<file path="config.mk">
export PLATFORM = sky130hd
export DESIGN_NAME = cordic_axil_sequencer_flat
export DESIGN_NICKNAME = d
export VERILOG_FILES = /design/src/rtl/cordic_axil_sequencer_if.sv /design/src/rtl/cordic_axil_sequencer.sv /design/src/flat_wrapper.sv
export SDC_FILE = /design/constraint.sdc
export NUM_CORES = 1
export LEC_CHECK = 0
export CAP_MARGIN = 25
export CORE_UTILIZATION = 30
export DETAILED_ROUTE_END_ITERATION = 10
export PLACE_DENSITY_LB_ADDON = 0.1
export SLEW_MARGIN = 20
export SYNTH_ARGS = -nofsm -noshare
export SYNTH_HDL_FRONTEND = slang
export SYNTH_SLANG_ARGS = --single-unit
</file>
<file path="constraint.sdc">
create_clock -name aclk -period 3 [get_ports aclk]
set_input_delay 0.9 -clock aclk [delete_from_list [all_inputs] [get_ports aclk]]
set_output_delay 0.9 -clock aclk [all_outputs]
set_load 0.05 [all_outputs]
</file>
<file path="src/rtl/cordic_axil_sequencer_if.sv">
// AXI4-Lite bus bundle used by the CORDIC job sequencer.
// master: sequencer side (drives AW/W/AR, B/R ready); slave: register block side.
interface cordic_axil_sequencer_if;
  logic [31:0] m_awaddr;
  logic        m_awvalid;
  logic        m_awready;
  logic [31:0] m_wdata;
  logic [3:0]  m_wstrb;
  logic        m_wvalid;
  logic        m_wready;
  logic [1:0]  m_bresp;
  logic        m_bvalid;
  logic        m_bready;
  logic [31:0] m_araddr;
  logic        m_arvalid;
  logic        m_arready;
  logic [31:0] m_rdata;
  logic [1:0]  m_rresp;
  logic        m_rvalid;
  logic        m_rready;

  modport master (
    output m_awaddr, m_awvalid, input m_awready,
    output m_wdata, m_wstrb, m_wvalid, input m_wready,
    input  m_bresp, m_bvalid, output m_bready,
    output m_araddr, m_arvalid, input m_arready,
    input  m_rdata, m_rresp, m_rvalid, output m_rready
  );

  modport slave (
    input  m_awaddr, m_awvalid, output m_awready,
    input  m_wdata, m_wstrb, m_wvalid, output m_wready,
    output m_bresp, m_bvalid, input m_bready,
    input  m_araddr, m_arvalid, output m_arready,
    output m_rdata, m_rresp, m_rvalid, input m_rready
  );
endinterface

</file>
<file path="src/rtl/cordic_axil_sequencer.sv">
// CORDIC job sequencer: one angle/mode job in, one result word out,
// driving the cordic_system register block over AXI4-Lite.
// Ports: aclk/aresetn; req_* job request; rsp_* result; busy; m AXI master.
module cordic_axil_sequencer #(
  parameter logic [31:0] BASE_ADDR  = 32'h0000_0000,
  parameter int          POLL_LIMIT = 1024
) (
  input  logic        aclk,
  input  logic        aresetn,
  input  logic        req_valid,
  output logic        req_ready,
  input  logic [31:0] req_angle,
  input  logic        req_mode,
  output logic        rsp_valid,
  input  logic        rsp_ready,
  output logic [31:0] rsp_data,
  output logic [1:0]  rsp_status,
  output logic        busy,
  cordic_axil_sequencer_if.master m
);

  localparam int CW = $clog2(POLL_LIMIT + 1);

  typedef enum logic [2:0] {
    IDLE, W_ANGLE, W_MODE, W_START,
    W_CLR, POLL, R_RES, RESP
  } state_t;

  state_t         state, state_n;
  logic           mode_q;
  logic [CW-1:0]  poll_cnt;
  logic           aw_hs, w_hs, b_hs;
  logic           ar_hs, r_hs;
  logic           issue_w, issue_r;
  logic [31:0]    addr_n, data_n, ctrl;
  logic [3:0]     strb_n;
  logic [31:0]    rsp_data_n;
  logic [1:0]     rsp_status_n;

  assign aw_hs = m.m_awvalid & m.m_awready;
  assign w_hs  = m.m_wvalid & m.m_wready;
  assign b_hs  = m.m_bvalid & m.m_bready;
  assign ar_hs = m.m_arvalid & m.m_arready;
  assign r_hs  = m.m_rvalid & m.m_rready;

  assign ctrl      = {29'd0, mode_q, 2'b00};
  assign req_ready = (state == IDLE);
  assign rsp_valid = (state == RESP);
  assign busy      = (state != IDLE);

  always_comb begin
    state_n      = state;
    rsp_data_n   = '0;
    rsp_status_n = 2'b00;
    unique case (state)
      IDLE:    if (req_valid) state_n = W_ANGLE;
      W_ANGLE: if (b_hs) state_n = W_MODE;
      W_MODE:  if (b_hs) state_n = W_START;
      W_START: if (b_hs) state_n = W_CLR;
      W_CLR:   if (b_hs) state_n = POLL;
      POLL: begin
        if (r_hs) begin
          if (m.m_rdata[0]) begin
            state_n = R_RES;
          end else if (poll_cnt == CW'(POLL_LIMIT - 1)) begin
            state_n      = RESP;
            rsp_status_n = 2'b10;
          end
        end
      end
      R_RES: begin
        if (r_hs) begin
          state_n    = RESP;
          rsp_data_n = m.m_rdata;
        end
      end
      RESP:    if (rsp_ready) state_n = IDLE;
      default: state_n = IDLE;
    endcase
    // A failed response ends the job at once; nothing else goes out.
    if ((b_hs && m.m_bresp != 2'b00) ||
        (r_hs && m.m_rresp != 2'b00)) begin
      state_n      = RESP;
      rsp_data_n   = '0;
      rsp_status_n = 2'b01;
    end
  end

  always_comb begin
    addr_n = BASE_ADDR + 32'h8;
    data_n = ctrl;
    strb_n = 4'h1;
    unique case (state_n)
      W_ANGLE: begin
        addr_n = BASE_ADDR;
        data_n = req_angle;
        strb_n = 4'hF;
      end
      W_START: data_n = ctrl | 32'h2;
      POLL:    addr_n = BASE_ADDR + 32'hC;
      R_RES:   addr_n = BASE_ADDR + 32'h4;
      default: ;
    endcase
  end

  // A repeated poll is a new transaction even though the state is unchanged.
  assign issue_w = (state_n != state) &&
    (state_n inside {W_ANGLE, W_MODE, W_START, W_CLR});
  assign issue_r = (state_n inside {POLL, R_RES}) &&
    ((state_n != state) || r_hs);

  always_ff @(posedge aclk or negedge aresetn) begin
    if (!aresetn) state <= IDLE;
    else          state <= state_n;
  end

  always_ff @(posedge aclk or negedge aresetn) begin
    if (!aresetn) begin
      mode_q      <= 1'b0;
      poll_cnt    <= '0;
      m.m_awaddr  <= '0;
      m.m_awvalid <= 1'b0;
      m.m_wdata   <= '0;
      m.m_wstrb   <= '0;
      m.m_wvalid  <= 1'b0;
      m.m_bready  <= 1'b0;
      m.m_araddr  <= '0;
      m.m_arvalid <= 1'b0;
      m.m_rready  <= 1'b0;
      rsp_data    <= '0;
      rsp_status  <= 2'b00;
    end else begin
      if (state == IDLE && req_valid) mode_q <= req_mode;

      if (issue_w) begin
        m.m_awaddr  <= addr_n;
        m.m_wdata   <= data_n;
        m.m_wstrb   <= strb_n;
        m.m_awvalid <= 1'b1;
        m.m_wvalid  <= 1'b1;
        m.m_bready  <= 1'b1;
      end else begin
        if (aw_hs) m.m_awvalid <= 1'b0;
        if (w_hs)  m.m_wvalid  <= 1'b0;
        if (b_hs)  m.m_bready  <= 1'b0;
      end

      if (issue_r) begin
        m.m_araddr  <= addr_n;
        m.m_arvalid <= 1'b1;
        m.m_rready  <= 1'b1;
      end else begin
        if (ar_hs) m.m_arvalid <= 1'b0;
        if (r_hs)  m.m_rready  <= 1'b0;
      end

      if (state_n == RESP && state != RESP) begin
        rsp_data   <= rsp_data_n;
        rsp_status <= rsp_status_n;
      end

      if (state == RESP && rsp_ready)
        poll_cnt <= '0;
      else if (state == POLL && r_hs)
        poll_cnt <= poll_cnt + 1'b1;
    end
  end

endmodule

</file>
<file path="src/flat_wrapper.sv">
// flat-port wrapper written by rule: the top's interface ports become plain ports
module cordic_axil_sequencer_flat 
#(
  parameter logic [31:0] BASE_ADDR  = 32'h0000_0000,
  parameter int          POLL_LIMIT = 1024
)
  (aclk, aresetn, req_valid, req_ready, req_angle, req_mode, rsp_valid, rsp_ready, rsp_data, rsp_status, busy, m_m_awaddr, m_m_awvalid, m_m_awready, m_m_wdata, m_m_wstrb, m_m_wvalid, m_m_wready, m_m_bresp, m_m_bvalid, m_m_bready, m_m_araddr, m_m_arvalid, m_m_arready, m_m_rdata, m_m_rresp, m_m_rvalid, m_m_rready);
  cordic_axil_sequencer_if m_i ();
  input  logic aclk;
  input  logic aresetn;
  input  logic req_valid;
  output logic req_ready;
  input  logic [31:0] req_angle;
  input  logic req_mode;
  output logic rsp_valid;
  input  logic rsp_ready;
  output logic [31:0] rsp_data;
  output logic [1:0] rsp_status;
  output logic busy;
  output wire logic [$bits(m_i.m_awaddr)-1:0] m_m_awaddr;
  output wire logic [$bits(m_i.m_awvalid)-1:0] m_m_awvalid;
  input wire logic [$bits(m_i.m_awready)-1:0] m_m_awready;
  output wire logic [$bits(m_i.m_wdata)-1:0] m_m_wdata;
  output wire logic [$bits(m_i.m_wstrb)-1:0] m_m_wstrb;
  output wire logic [$bits(m_i.m_wvalid)-1:0] m_m_wvalid;
  input wire logic [$bits(m_i.m_wready)-1:0] m_m_wready;
  input wire logic [$bits(m_i.m_bresp)-1:0] m_m_bresp;
  input wire logic [$bits(m_i.m_bvalid)-1:0] m_m_bvalid;
  output wire logic [$bits(m_i.m_bready)-1:0] m_m_bready;
  output wire logic [$bits(m_i.m_araddr)-1:0] m_m_araddr;
  output wire logic [$bits(m_i.m_arvalid)-1:0] m_m_arvalid;
  input wire logic [$bits(m_i.m_arready)-1:0] m_m_arready;
  input wire logic [$bits(m_i.m_rdata)-1:0] m_m_rdata;
  input wire logic [$bits(m_i.m_rresp)-1:0] m_m_rresp;
  input wire logic [$bits(m_i.m_rvalid)-1:0] m_m_rvalid;
  output wire logic [$bits(m_i.m_rready)-1:0] m_m_rready;
  assign m_m_awaddr = m_i.m_awaddr;
  assign m_m_awvalid = m_i.m_awvalid;
  assign m_i.m_awready = m_m_awready;
  assign m_m_wdata = m_i.m_wdata;
  assign m_m_wstrb = m_i.m_wstrb;
  assign m_m_wvalid = m_i.m_wvalid;
  assign m_i.m_wready = m_m_wready;
  assign m_i.m_bresp = m_m_bresp;
  assign m_i.m_bvalid = m_m_bvalid;
  assign m_m_bready = m_i.m_bready;
  assign m_m_araddr = m_i.m_araddr;
  assign m_m_arvalid = m_i.m_arvalid;
  assign m_i.m_arready = m_m_arready;
  assign m_i.m_rdata = m_m_rdata;
  assign m_i.m_rresp = m_m_rresp;
  assign m_i.m_rvalid = m_m_rvalid;
  assign m_m_rready = m_i.m_rready;
  cordic_axil_sequencer #(.BASE_ADDR(BASE_ADDR), .POLL_LIMIT(POLL_LIMIT)) u_core (.aclk(aclk), .aresetn(aresetn), .req_valid(req_valid), .req_ready(req_ready), .req_angle(req_angle), .req_mode(req_mode), .rsp_valid(rsp_valid), .rsp_ready(rsp_ready), .rsp_data(rsp_data), .rsp_status(rsp_status), .busy(busy), .m(m_i));
endmodule
</file>
==> insert_results.sql <==
INSERT INTO impl_metrics (metric_group, metric, value, unit) VALUES
('floorplan', 'row_count', '44', ''),
('worst_setup_path', 'worstPathMaxFanout', '32', ''),
('synthesis', 'syn_avg_cell_area', '12.1', 'um2'),
('synthesis', 'synth_warnings', '0', ''),
('synthesis', 'sequential_cell_area_fraction_in_the_yosys_report', '0.517', ''),
('global_routing', 'use_met2', '0.221', ''),
('drt', 'remaining_drc_errors', '0', ''),
('sta', 'clock.fmax', '0.346', 'GHz'),
('global_routing', 'busiest_layer', 'met2', ''),
('drt', 'antenna_violating_nets_post_route', '0', ''),
('sta', 'post-route-period-util', '0.962', ''),
('synthesis', 'synth-async-reset-ratio', '1.00', ''),
('sta', 'report.final.slew_viol_count', '0', ''),
('worst_setup_path', 'worst_ep_arrival_time', '3.16', 'ns'),
('synthesis', 'yosysTopAreaCellShare', '0.517', ''),
('power_and_ir_drop', 'power.density_cell_area', '1200', 'mW/mm2'),
('cts', 'insertion_delay', '0.34', 'ns'),
('global_routing', 'gr-usage-met3', '0.0380', ''),
('synthesis', 'post_synth_instance_area', '0.00445', 'mm2'),
('drt', 'avgRoutedWirePerCell', '14.9', 'um'),
('floorplan', 'design.portCount', '220', ''),
('cts', 'cts_htree_levels', '3', ''),
('placed_design', 'dp_hpwl', '7890', 'um'),
('cts', 'tritoncts_clock_tree', 'yes', ''),
('drt', 'detailedRoute.firstPassIterationCount', '4', ''),
('placed_design', 'gp_congestion', '0.866', ''),
('synthesis', 'post_synth_edffs', '0', ''),
('power_and_ir_drop', 'max-vdd-ir-drop', '608', 'uV'),
('finish', 'area_growth_syn_to_layout', '45.8', '%'),
('worst_setup_path', 'critical_path.startpoint_type', 'input port', ''),
('sta', 'final.setup_skew', '0.00712', 'ns'),
('drt', 'route.detailed.vias_per_inst', '4.50', ''),
('global_routing', 'first_global_vias', '3246', ''),
('sta', 'setup_viol', '0', ''),
('worst_setup_path', 'worst_r2r_path_depth', '8', ''),
('global_routing', 'global_route.usage.total', '0.143', ''),
('finish', 'multi_input_area', '0.00170', 'mm2'),
('finish', 'nets', '627', ''),
('sta', 'fin_setup_tns', '0', 'ns'),
('synthesis', 'synth_seq_cells', '92', ''),
('drt', 'totalWireLength', '11000', 'um'),
('global_routing', 'grt.met1_usage', '0.192', ''),
('cts', 'number_of_clock_sinks', '92', ''),
('floorplan', 'chipHeight', '124', 'um'),
('global_routing', 'grt_antenna_before_repair', '0', ''),
('hold_path', 'worst_hold_path.num_cells', '1', ''),
('global_routing', 'grt_pass1_wl', '16700', 'um'),
('drt', 'first_iter_violations', '121', ''),
('synthesis', 'synth_area_leader_cell', 'sky130_fd_sc_hd__dfrtp_1', ''),
('sta', 'max_slew.worst_pin.slew', '0.741', 'ns'),
('cts', 'ctsRootBufferMaster', 'sky130_fd_sc_hd__clkbuf_16', ''),
('sta', 'rsz_0062_raised_after_global_routing', 'true', ''),
('finish', 'most-common-layout-cells', 'sky130_fd_sc_hd__clkdlybuf4s50_1 (156), sky130_fd_sc_hd__dfrtp_1 (92), sky130_fd_sc_hd__a22o_1 (64)', ''),
('cts', 'cts_hold_buf', '0', ''),
('power_and_ir_drop', 'leakage', '2.93', 'nW'),
('finish', 'n_antenna_cell', '0', ''),
('floorplan', 'die-area', '0.0153', 'mm2'),
('hold_path', 'hp-class', 'reg2reg', ''),
('cts', 'clk_path_buf_depth', '2', ''),
('sta', 'final.min_clock_period', '2.89', 'ns'),
('synthesis', 'main_synth_ff_type', 'sky130_fd_sc_hd__dfrtp_1', ''),
('floorplan', 'core_region_area', '0.0145', 'mm2'),
('outcome', 'run_status', 'finished clean', ''),
('synthesis', 'synth.lib_cells_used.distinct', '64', ''),
('run', 'cap_violations', '0', ''),
('worst_setup_path', 'worstSetupPathType', 'in2reg', ''),
('finish', 'final_layout_size_suffix_gt1_frac', '0.143', ''),
('cts', 'cts_made_buffers', '9', ''),
('global_routing', 'gr-total-overflow', '0', ''),
('worst_setup_path', 'critical_path_required', '3.28', 'ns'),
('floorplan', 'die_w', '124', 'um');
-- sequential cells by signal, summed over array words and instances, names as in the netlist --
register	cells
u_core.m.m_araddr	2
u_core.m.m_arvalid	1
u_core.m.m_awaddr	2
u_core.m.m_awvalid	1
u_core.m.m_bready	1
u_core.m.m_rready	1
u_core.m.m_wdata	32
u_core.m.m_wstrb	2
u_core.m.m_wvalid	1
u_core.mode_q	1
u_core.poll_cnt	11
u_core.rsp_data	32
u_core.rsp_status	2
u_core.state	3
-- layout make-up --
cell class / count / area share
multi-input cells: 241 / 0.261
repair buffers: 194 / 0.291
inverters: 10 / 0.00579
clock inverters: 6 / 0.0145
well taps: 184 / 0.0355
clock buffers: 10 / 0.0368
flip-flops and latches: 92 / 0.355
-- timing repair --
item                       4_1_cts  5_1_grt
setup endpoints to repair       16       42
gates cloned                     0        0
gates resized for setup          0        3
buffers inserted                 1        0
pin swaps                        1        0
-- cells by family (layout without fill, tap and decap cells) --
| kind of cell | after synthesis | after routing | share of synthesized area |
|---|---|---|---|
| adder cells (fa/ha/maj) | 1 | 1 | 0.00281 |
| AND/OR/NAND/NOR | 62 | 62 | 0.0883 |
| AO/OA/AOI/OAI | 104 | 104 | 0.202 |
| multiplexers | 6 | 6 | 0.0160 |
| flip-flops | 92 | 92 | 0.517 |
| other | 1 | 60 | 0.000843 |
| buffers and inverters | 95 | 220 | 0.156 |
| XOR/XNOR | 8 | 8 | 0.0174 |
-- path summary, 6_finish.rpt --
| check | from | endpoint | slack, ns |
|---|---|---|---|
| max | m_m_bvalid | u_core.m.m_wdata[3] | 0.11 |
| min | u_core.m.m_wstrb[0] | u_core.m.m_wstrb[0] | 0.47 |
| max reg2reg | u_core.poll_cnt[0] | u_core.m.m_wdata[3] | 0.59 |
| min reg2reg | u_core.m.m_wstrb[0] | u_core.m.m_wstrb[0] | 0.47 |
| max in group asynchronous | aresetn | u_core.poll_cnt[10] | 1.74 |
| min in group asynchronous | aresetn | u_core.m.m_wstrb[0] | 0.61 |
-- through the flow --
stage / instances / setup slack, ns / hold slack, ns / utilization / cell area [um2]
floorplan: 428 / 0.173 / 0.472 / - / 4670
global placement: 720 / -0.286 / 0.458 / 0.423 / 6130
detailed placement: 720 / -0.401 / 0.456 / 0.423 / 6130
CTS: 737 / 0.0633 / 0.481 / 0.447 / 6470
global route: 737 / -0.0122 / 0.512 / 0.448 / 6490
finish: 737 / 0.114 / 0.472 / 0.448 / 6490
-- power breakdown --
part | switching, mW | internal, mW
registers | 0.279 | 1.67
logic | 2.86 | 1.74
clock network | 0.495 | 0.760
-- critical path, cell delays in order --
cell	delay (ns)
sky130_fd_sc_hd__clkdlybuf4s50_1	0.54
sky130_fd_sc_hd__a21bo_2	0.16
sky130_fd_sc_hd__a21oi_2	0.08
sky130_fd_sc_hd__or4_4	0.58
sky130_fd_sc_hd__nor3_4	0.20
sky130_fd_sc_hd__buf_4	0.14
sky130_fd_sc_hd__o21a_4	0.35
sky130_fd_sc_hd__a22o_1	0.20
-- routing by layer --
| metal | vias up | share of wire |
|---|---|---|
| met4 | 0 | 0.013 |
| met5 | - | 0 |
| met3 | 12 | 0.075 |
| met2 | 154 | 0.45 |
| li1 | 1580 | - |
| met1 | 1568 | 0.46 |
-- cell usage after synthesis (4+ instances only) --
library cell               instances
sky130_fd_sc_hd__and2_1            4
sky130_fd_sc_hd__nor2_1           12
sky130_fd_sc_hd__buf_6             8
sky130_fd_sc_hd__a21oi_1           5
sky130_fd_sc_hd__a22o_1           64
sky130_fd_sc_hd__clkbuf_1          5
sky130_fd_sc_hd__nand2b_1          4
sky130_fd_sc_hd__nand2_1          12
sky130_fd_sc_hd__nand4_1           7
sky130_fd_sc_hd__dfrtp_1          92
sky130_fd_sc_hd__xor2_1            5
sky130_fd_sc_hd__buf_2             7
sky130_fd_sc_hd__buf_4            62
sky130_fd_sc_hd__inv_1             9
sky130_fd_sc_hd__o21ai_1           4
Note: power is estimated with default switching activity, not from simulation.
